### src/rtl/writeback_stage_pkg.sv
// Shared types and constants for the writeback stage: source/size selectors and FSM states.
package writeback_stage_pkg;

    typedef enum logic [1:0] {
        WB_SEL_ALU  = 2'd0,
        WB_SEL_LOAD = 2'd1,
        WB_SEL_PC4  = 2'd2,
        WB_SEL_RSVD = 2'd3
    } wb_sel_e;

    typedef enum logic [1:0] {
        LS_BYTE  = 2'd0,
        LS_HALF  = 2'd1,
        LS_WORD  = 2'd2,
        LS_DWORD = 2'd3
    } load_size_e;

    typedef enum logic [1:0] {
        ST_IDLE  = 2'd0,
        ST_HOLD  = 2'd1,
        ST_WRITE = 2'd2
    } wb_state_e;

    localparam logic [63:0] PC_STEP = 64'd4;

endpackage

### src/rtl/writeback_stage_load_extract.sv
// Combinational load lane selection and sign/zero extension from an aligned doubleword.
module load_extract
    import writeback_stage_pkg::*;
(
    input  logic [63:0] data_i,
    input  logic [2:0]  offset_i,
    input  load_size_e  size_i,
    input  logic        unsigned_i,
    output logic [63:0] result_o
);

    logic [7:0]  byte_lane;
    logic [15:0] half_lane;
    logic [31:0] word_lane;

    // Offsets are aligned down to the access size before picking the lane.
    assign byte_lane = data_i[{offset_i, 3'b000} +: 8];
    assign half_lane = data_i[{offset_i[2:1], 4'b0000} +: 16];
    assign word_lane = data_i[{offset_i[2], 5'b00000} +: 32];

    always_comb begin
        result_o = data_i;
        case (size_i)
            LS_BYTE:  result_o = unsigned_i ? {56'd0, byte_lane}
                                            : {{56{byte_lane[7]}}, byte_lane};
            LS_HALF:  result_o = unsigned_i ? {48'd0, half_lane}
                                            : {{48{half_lane[15]}}, half_lane};
            LS_WORD:  result_o = unsigned_i ? {32'd0, word_lane}
                                            : {{32{word_lane[31]}}, word_lane};
            default:  result_o = data_i;
        endcase
    end

endmodule

### src/rtl/writeback_stage.sv
// MEM/WB latch plus IDLE/HOLD/WRITE handshake FSM driving the register-file write port.
// Optional retired-instruction counter enabled by defining WB_RETIRE_CNT_EN.
module writeback_stage
    import writeback_stage_pkg::*;
(
    input  logic        clk,
    input  logic        reset,
    input  logic        memory_done,
    input  logic [63:0] loaded_data,
    input  logic [63:0] alu_data,
    input  logic [63:0] pc,
    input  logic [4:0]  rd,
    input  logic        reg_write,
    input  logic [1:0]  wb_sel,
    input  logic [1:0]  load_size,
    input  logic        load_unsigned,
    output logic        mem_wb_pipeline_valid,
    output logic        rf_write_enable,
    output logic [4:0]  rf_write_addr,
    output logic [63:0] rf_write_data,
    output logic        wb_done,
    output logic [63:0] retired_count
);

    wb_state_e   state_q, state_d;
    logic [63:0] loaded_q, alu_q, pc_q;
    logic [4:0]  rd_q;
    logic        reg_write_q;
    wb_sel_e     wb_sel_q;
    load_size_e  load_size_q;
    logic        load_unsigned_q;
    logic        capture;
    logic [63:0] load_value;
    logic [63:0] wb_value;

    assign capture = (state_q == ST_IDLE) && memory_done;

    always_ff @(posedge clk) begin
        if (reset) begin
            state_q <= ST_IDLE;
        end else begin
            state_q <= state_d;
        end
    end

    always_comb begin
        state_d = state_q;
        case (state_q)
            ST_IDLE:  if (memory_done)  state_d = ST_HOLD;
            ST_HOLD:  if (!memory_done) state_d = ST_WRITE;
            ST_WRITE: state_d = ST_IDLE;
            default:  state_d = ST_IDLE;
        endcase
    end

    // Capture happens only from IDLE, so a lingering memory_done cannot overwrite a held result.
    always_ff @(posedge clk) begin
        if (reset) begin
            loaded_q        <= 64'd0;
            alu_q           <= 64'd0;
            pc_q            <= 64'd0;
            rd_q            <= 5'd0;
            reg_write_q     <= 1'b0;
            wb_sel_q        <= WB_SEL_ALU;
            load_size_q     <= LS_BYTE;
            load_unsigned_q <= 1'b0;
        end else if (capture) begin
            loaded_q        <= loaded_data;
            alu_q           <= alu_data;
            pc_q            <= pc;
            rd_q            <= rd;
            reg_write_q     <= reg_write;
            wb_sel_q        <= wb_sel_e'(wb_sel);
            load_size_q     <= load_size_e'(load_size);
            load_unsigned_q <= load_unsigned;
        end
    end

    load_extract u_load_extract (
        .data_i     (loaded_q),
        .offset_i   (alu_q[2:0]),
        .size_i     (load_size_q),
        .unsigned_i (load_unsigned_q),
        .result_o   (load_value)
    );

    always_comb begin
        case (wb_sel_q)
            WB_SEL_LOAD: wb_value = load_value;
            WB_SEL_PC4:  wb_value = pc_q + PC_STEP;
            default:     wb_value = alu_q;
        endcase
    end

    // Outputs are forced low while reset is high so an aborted WRITE never strobes the file.
    always_comb begin
        mem_wb_pipeline_valid = 1'b0;
        rf_write_enable       = 1'b0;
        rf_write_addr         = 5'd0;
        rf_write_data         = 64'd0;
        wb_done               = 1'b0;
        if (!reset) begin
            case (state_q)
                ST_HOLD:  mem_wb_pipeline_valid = 1'b1;
                ST_WRITE: begin
                    wb_done         = 1'b1;
                    rf_write_addr   = rd_q;
                    rf_write_data   = wb_value;
                    rf_write_enable = reg_write_q && (rd_q != 5'd0);
                end
                default: ;
            endcase
        end
    end

`ifdef WB_RETIRE_CNT_EN
    logic [63:0] retired_q;

    always_ff @(posedge clk) begin
        if (reset) begin
            retired_q <= 64'd0;
        end else if (state_q == ST_WRITE) begin
            retired_q <= retired_q + 64'd1;
        end
    end

    assign retired_count = reset ? 64'd0 : retired_q;
`else
    assign retired_count = 64'd0;
`endif

endmodule

### config.mk
export PLATFORM = sky130hd
export DESIGN_NAME = writeback_stage
export DESIGN_NICKNAME = d
export VERILOG_FILES = /design/src/rtl/writeback_stage_pkg.sv /design/src/rtl/writeback_stage_load_extract.sv /design/src/rtl/writeback_stage.sv
export SDC_FILE = /design/constraint.sdc
export NUM_CORES = 1
export LEC_CHECK = 0
export BUFFER_PORTS_ARGS = -buffer_cell sky130_fd_sc_hd__buf_2
export CORE_ASPECT_RATIO = 0.6
export CORE_MARGIN = 2
export CORE_UTILIZATION = 30
export CTS_CLUSTER_DIAMETER = 50
export DETAILED_ROUTE_END_ITERATION = 10
export PLACE_DENSITY = 0.58
export SYNTH_ARGS = -nofsm -noshare
export SYNTH_HDL_FRONTEND = slang
export SYNTH_SLANG_ARGS = --single-unit
### constraint.sdc
create_clock -name clk -period 3.26 [get_ports clk]
set_input_delay 0.652 -clock clk [delete_from_list [all_inputs] [get_ports clk]]
set_output_delay 0.652 -clock clk [all_outputs]
set_load 0.1 [all_outputs]
==> results_dict.tcl <==
set metrics [dict create \
    outcome "finished, violations left" \
    failed_checks "negative setup slack" \
    drt_first_pass_iters 6 \
    ys_types 67 \
    fp.dieW_um 262 \
    synthSimpleGateAreaFrac_pct 23.4 \
    start_util_pct 30.5 \
    routed_wirelength_mm 56.6 \
    hpwl_mm 41.7 \
    ys_async_sr_fraction_pct 0 \
    ys_seq_area_share_pct 34.4 \
    grt_use_total_pct 26.1 \
    die_h_um 159 \
    min_path_type "in2reg" \
    clock.fmax_mhz 292 \
    pre_cts_slack_ns 0.191 \
    synth_compound_area_share_pct 23.4 \
    switching_share_pct 33.4 \
    synth_area_per_cell_um2 7.28 \
    setup_violations 48 \
    ios 342 \
    power.internal_mw 5.08 \
    synth_top_area_share_pct 34.4 \
    cts.sinks 205 \
    cts_tree "done" \
    power_frac_clock_pct 41.3 \
    worst-setup-path-type "reg2out" \
    synth_top_family_by_area "simple AND/OR/NAND/NOR gates" \
    io_buffers 277 \
    yosysTopAreaCell "dfxtp_1" \
    end_kind "output port" \
    grt_antenna_before_repair 4 \
    cts_htree_levels 1 \
    leakage_nw 6.88 \
    ys_ff_latch 205 \
    synthAdderAreaFrac_pct 0.314 \
    switching_power_mw 2.54 \
    slew_violations 0 \
    synth_area_um2 11900 \
    vias 13473 \
    pwr-share-seq_pct 37.5 \
    min_period_over_period_pct 105 \
    drive_gt1_share_pct 37.1 \
    first_global_vias 12567 \
    power.density_nw_per_um2 420 \
    grt_pass1_wl_mm 80.6 \
    fin_util_pct 46.3 \
    areaGrowthSynthToFinish_pct 52.0 \
    yosysWarnings 0 \
    rows 56 \
    finalSetupTns_ns -4.17 \
    via_per_inst 5.36 \
    synth.area.top_cells "dfxtp_1 34%, nand2_1 14%, a21oi_1 11%" \
    cts.clk_slew.worst_paths_ns 0.06 \
    drc 0 \
    synth_mux_area_share_pct 6.00 \
    clkLatencyLatePin_ns 0.55 \
    crit_arrival_ns 2.77 \
    synthFlopType "dfxtp_1" \
    root_buffer "clkbuf_16" \
    grt_setup_unrepaired "true" \
    antennaDiodeCount 0 \
    critPathMaxFanout 6 \
    worst_setup_path_start_kind "flop" \
    synth_edf_count 0 \
    grt-ovfl-total 0 \
    maxCapViolCount 0 \
    fin_skew_ns 0.00697 \
    synth_xor_area_share_pct 3.52 \
    gp_congestion 0.972 \
    layout_setup_ws_ns -0.160 \
    tightest_slew_ns 1.00 \
    core_area_um2 39200 \
    peakVddDrop_uv 317 \
    syn_inst 1641 \
    nNetsFinal 2181 \
    final.min_clock_period_ns 3.42 \
    slew_headroom_pct 33.3 \
    hold_ws_ns 0.335 \
    die_area_um2 41500 \
    dr.first_iter.drc_count 1372 \
    wl_per_cell_um 22.5 \
    cts_buffers 27 \
    grt_max_degree 206 \
    final_antenna_net_count 0 \
    hold_buffers 0 \
    clockBufferDepth 3 \
    power_frac_comb_pct 21.2 \
    hold_viol_final 0 \
    required_ns 2.61 \
]
## registers in the layout, indices dropped and copies added (netlist names)
name / cells
alu_q: 64
load_size_q: 2
load_unsigned_q: 1
loaded_q: 64
pc_q: 64
rd_q: 5
reg_write_q: 1
state_q: 2
wb_sel_q: 2
## final timing paths
path | depth (start not counted) | end | start | slack, ns
max | 9 | rf_write_data[51] | alu_q[2] | -0.16
min reg2reg | 2 | alu_q[9] | alu_q[9] | 0.45
min | 3 | pc_q[19] | pc[19] | 0.34
max reg2reg | 5 | loaded_q[15] | state_q[1] | 1.10
## logic make-up after synthesis
kind of cell / count (synthesis)
mux: 46
fa+ha+maj: 3
simple gates: 644
xor+xnor: 48
other cells: 1
buf+inv: 207
flops: 205
compound gates: 487
## metal layers
| layer | vias to the layer above | global-route usage (%) | share of wire [%] |
|---|---|---|---|
| met5 | - | 0 | 0 |
| met2 | 645 | 38.7 | 42 |
| met1 | 6516 | 39.0 | 47 |
| met4 | 0 | 5.84 | 2.0 |
| li1 | 6243 | - | - |
| met3 | 69 | 4.38 | 8.5 |
## metrics by stage
| stage | instances | total power [mW] | instance area, um^2 |
|---|---|---|---|
| 2_1_floorplan | 1704 | 3.85 | 12800 |
| 3_3_place_gp | 2399 | 4.32 | 15600 |
| 3_5_place_dp | 2399 | 4.32 | 15600 |
| 4_1_cts | 2486 | 7.59 | 17400 |
| 5_1_grt | 2512 | 7.89 | 18200 |
| 6_report | 2512 | 7.62 | 18200 |
## power groups by stage
stage               Combinational [mW]  Sequential (mW)  Clock [mW]
global route                      1.71             2.87        3.32
CTS                               1.53             2.84        3.21
global placement                  1.42             2.89           0
floorplan                         1.04             2.81           0
finish                            1.61             2.86        3.15
detailed placement                1.43             2.90           0
## synthesized netlist by cell type (6+ instances only)
cell	count
a221o_1	6
nand2b_1	7
nor4_1	10
a21o_1	6
o211ai_1	20
o31a_1	7
nand3_1	27
nor2_1	48
a21oi_1	272
nand4_1	19
nand2_1	461
mux4_2	15
inv_1	14
mux2_2	6
buf_1	11
and2_1	10
xor2_1	18
a21bo_2	6
nor3_1	13
buf_2	15
buf_4	67
o21ai_1	6
nor2b_1	6
dfxtp_1	205
xnor2_1	30
a31oi_1	9
a211oi_1	12
o21ai_0	99
o32ai_1	7
and4_1	8
clkbuf_1	93
mux2i_1	21
and3_1	18
o221ai_1	11
## worst max-delay path, stage by stage (launching register included)
cell,delay (ns)
dfxtp_4,0.38
mux4_2,0.57
buf_12,0.17
a21oi_4,0.20
a211oi_2,0.08
and3_4,0.19
buf_6,0.14
o21ai_2,0.05
o211ai_1,0.18
clkbuf_16,0.25
## final cells by class
cell class | count | area, um^2
Inverter | 16 | 62.6
Clock inverter | 14 | 216
Multi-Input combinational cell | 1294 | 8380
Clock buffer | 33 | 718
Fill cell | 3875 | 21000
Timing Repair Buffer | 428 | 3930
Tap cell | 522 | 653
Sequential cell | 205 | 4200
## cells in the final DEF (no fill, tap or decap), drive strengths merged, types with 6 or more instances in the layout
master  synthesis  routed
xor2           18      18
inv            14      19
mux4           18      18
o211ai         20      20
o21ai         109     109
nor4           12      12
o32ai           7       7
nand3          29      29
nand4          21      21
and2           11      11
mux2i          22      22
conb            1      64
a31oi           9       9
a21o            6       6
a21bo           6       6
nor3           16      16
nand2b          7       7
a21oi         272     272
o31a            7       7
xnor2          30      30
o221ai         11      11
a221o           6       6
mux2            6       6
clkbuf         94      41
and3           18      20
and4            8       8
buf            97     420
dfxtp         205     205
nor2b           6       6
a211oi         13      13
nor2           49      49
nand2         461     461
## what timing repair did
| action | CTS | global route |
|---|---|---|
| endpoints found under the setup margin | 63 | 64 |
| gates cloned | 5 | 2 |
| pin swaps | 54 | 62 |
| gates resized for setup | 152 | 112 |
| setup buffers | 35 | 25 |
(Power assumes the default switching activity.)
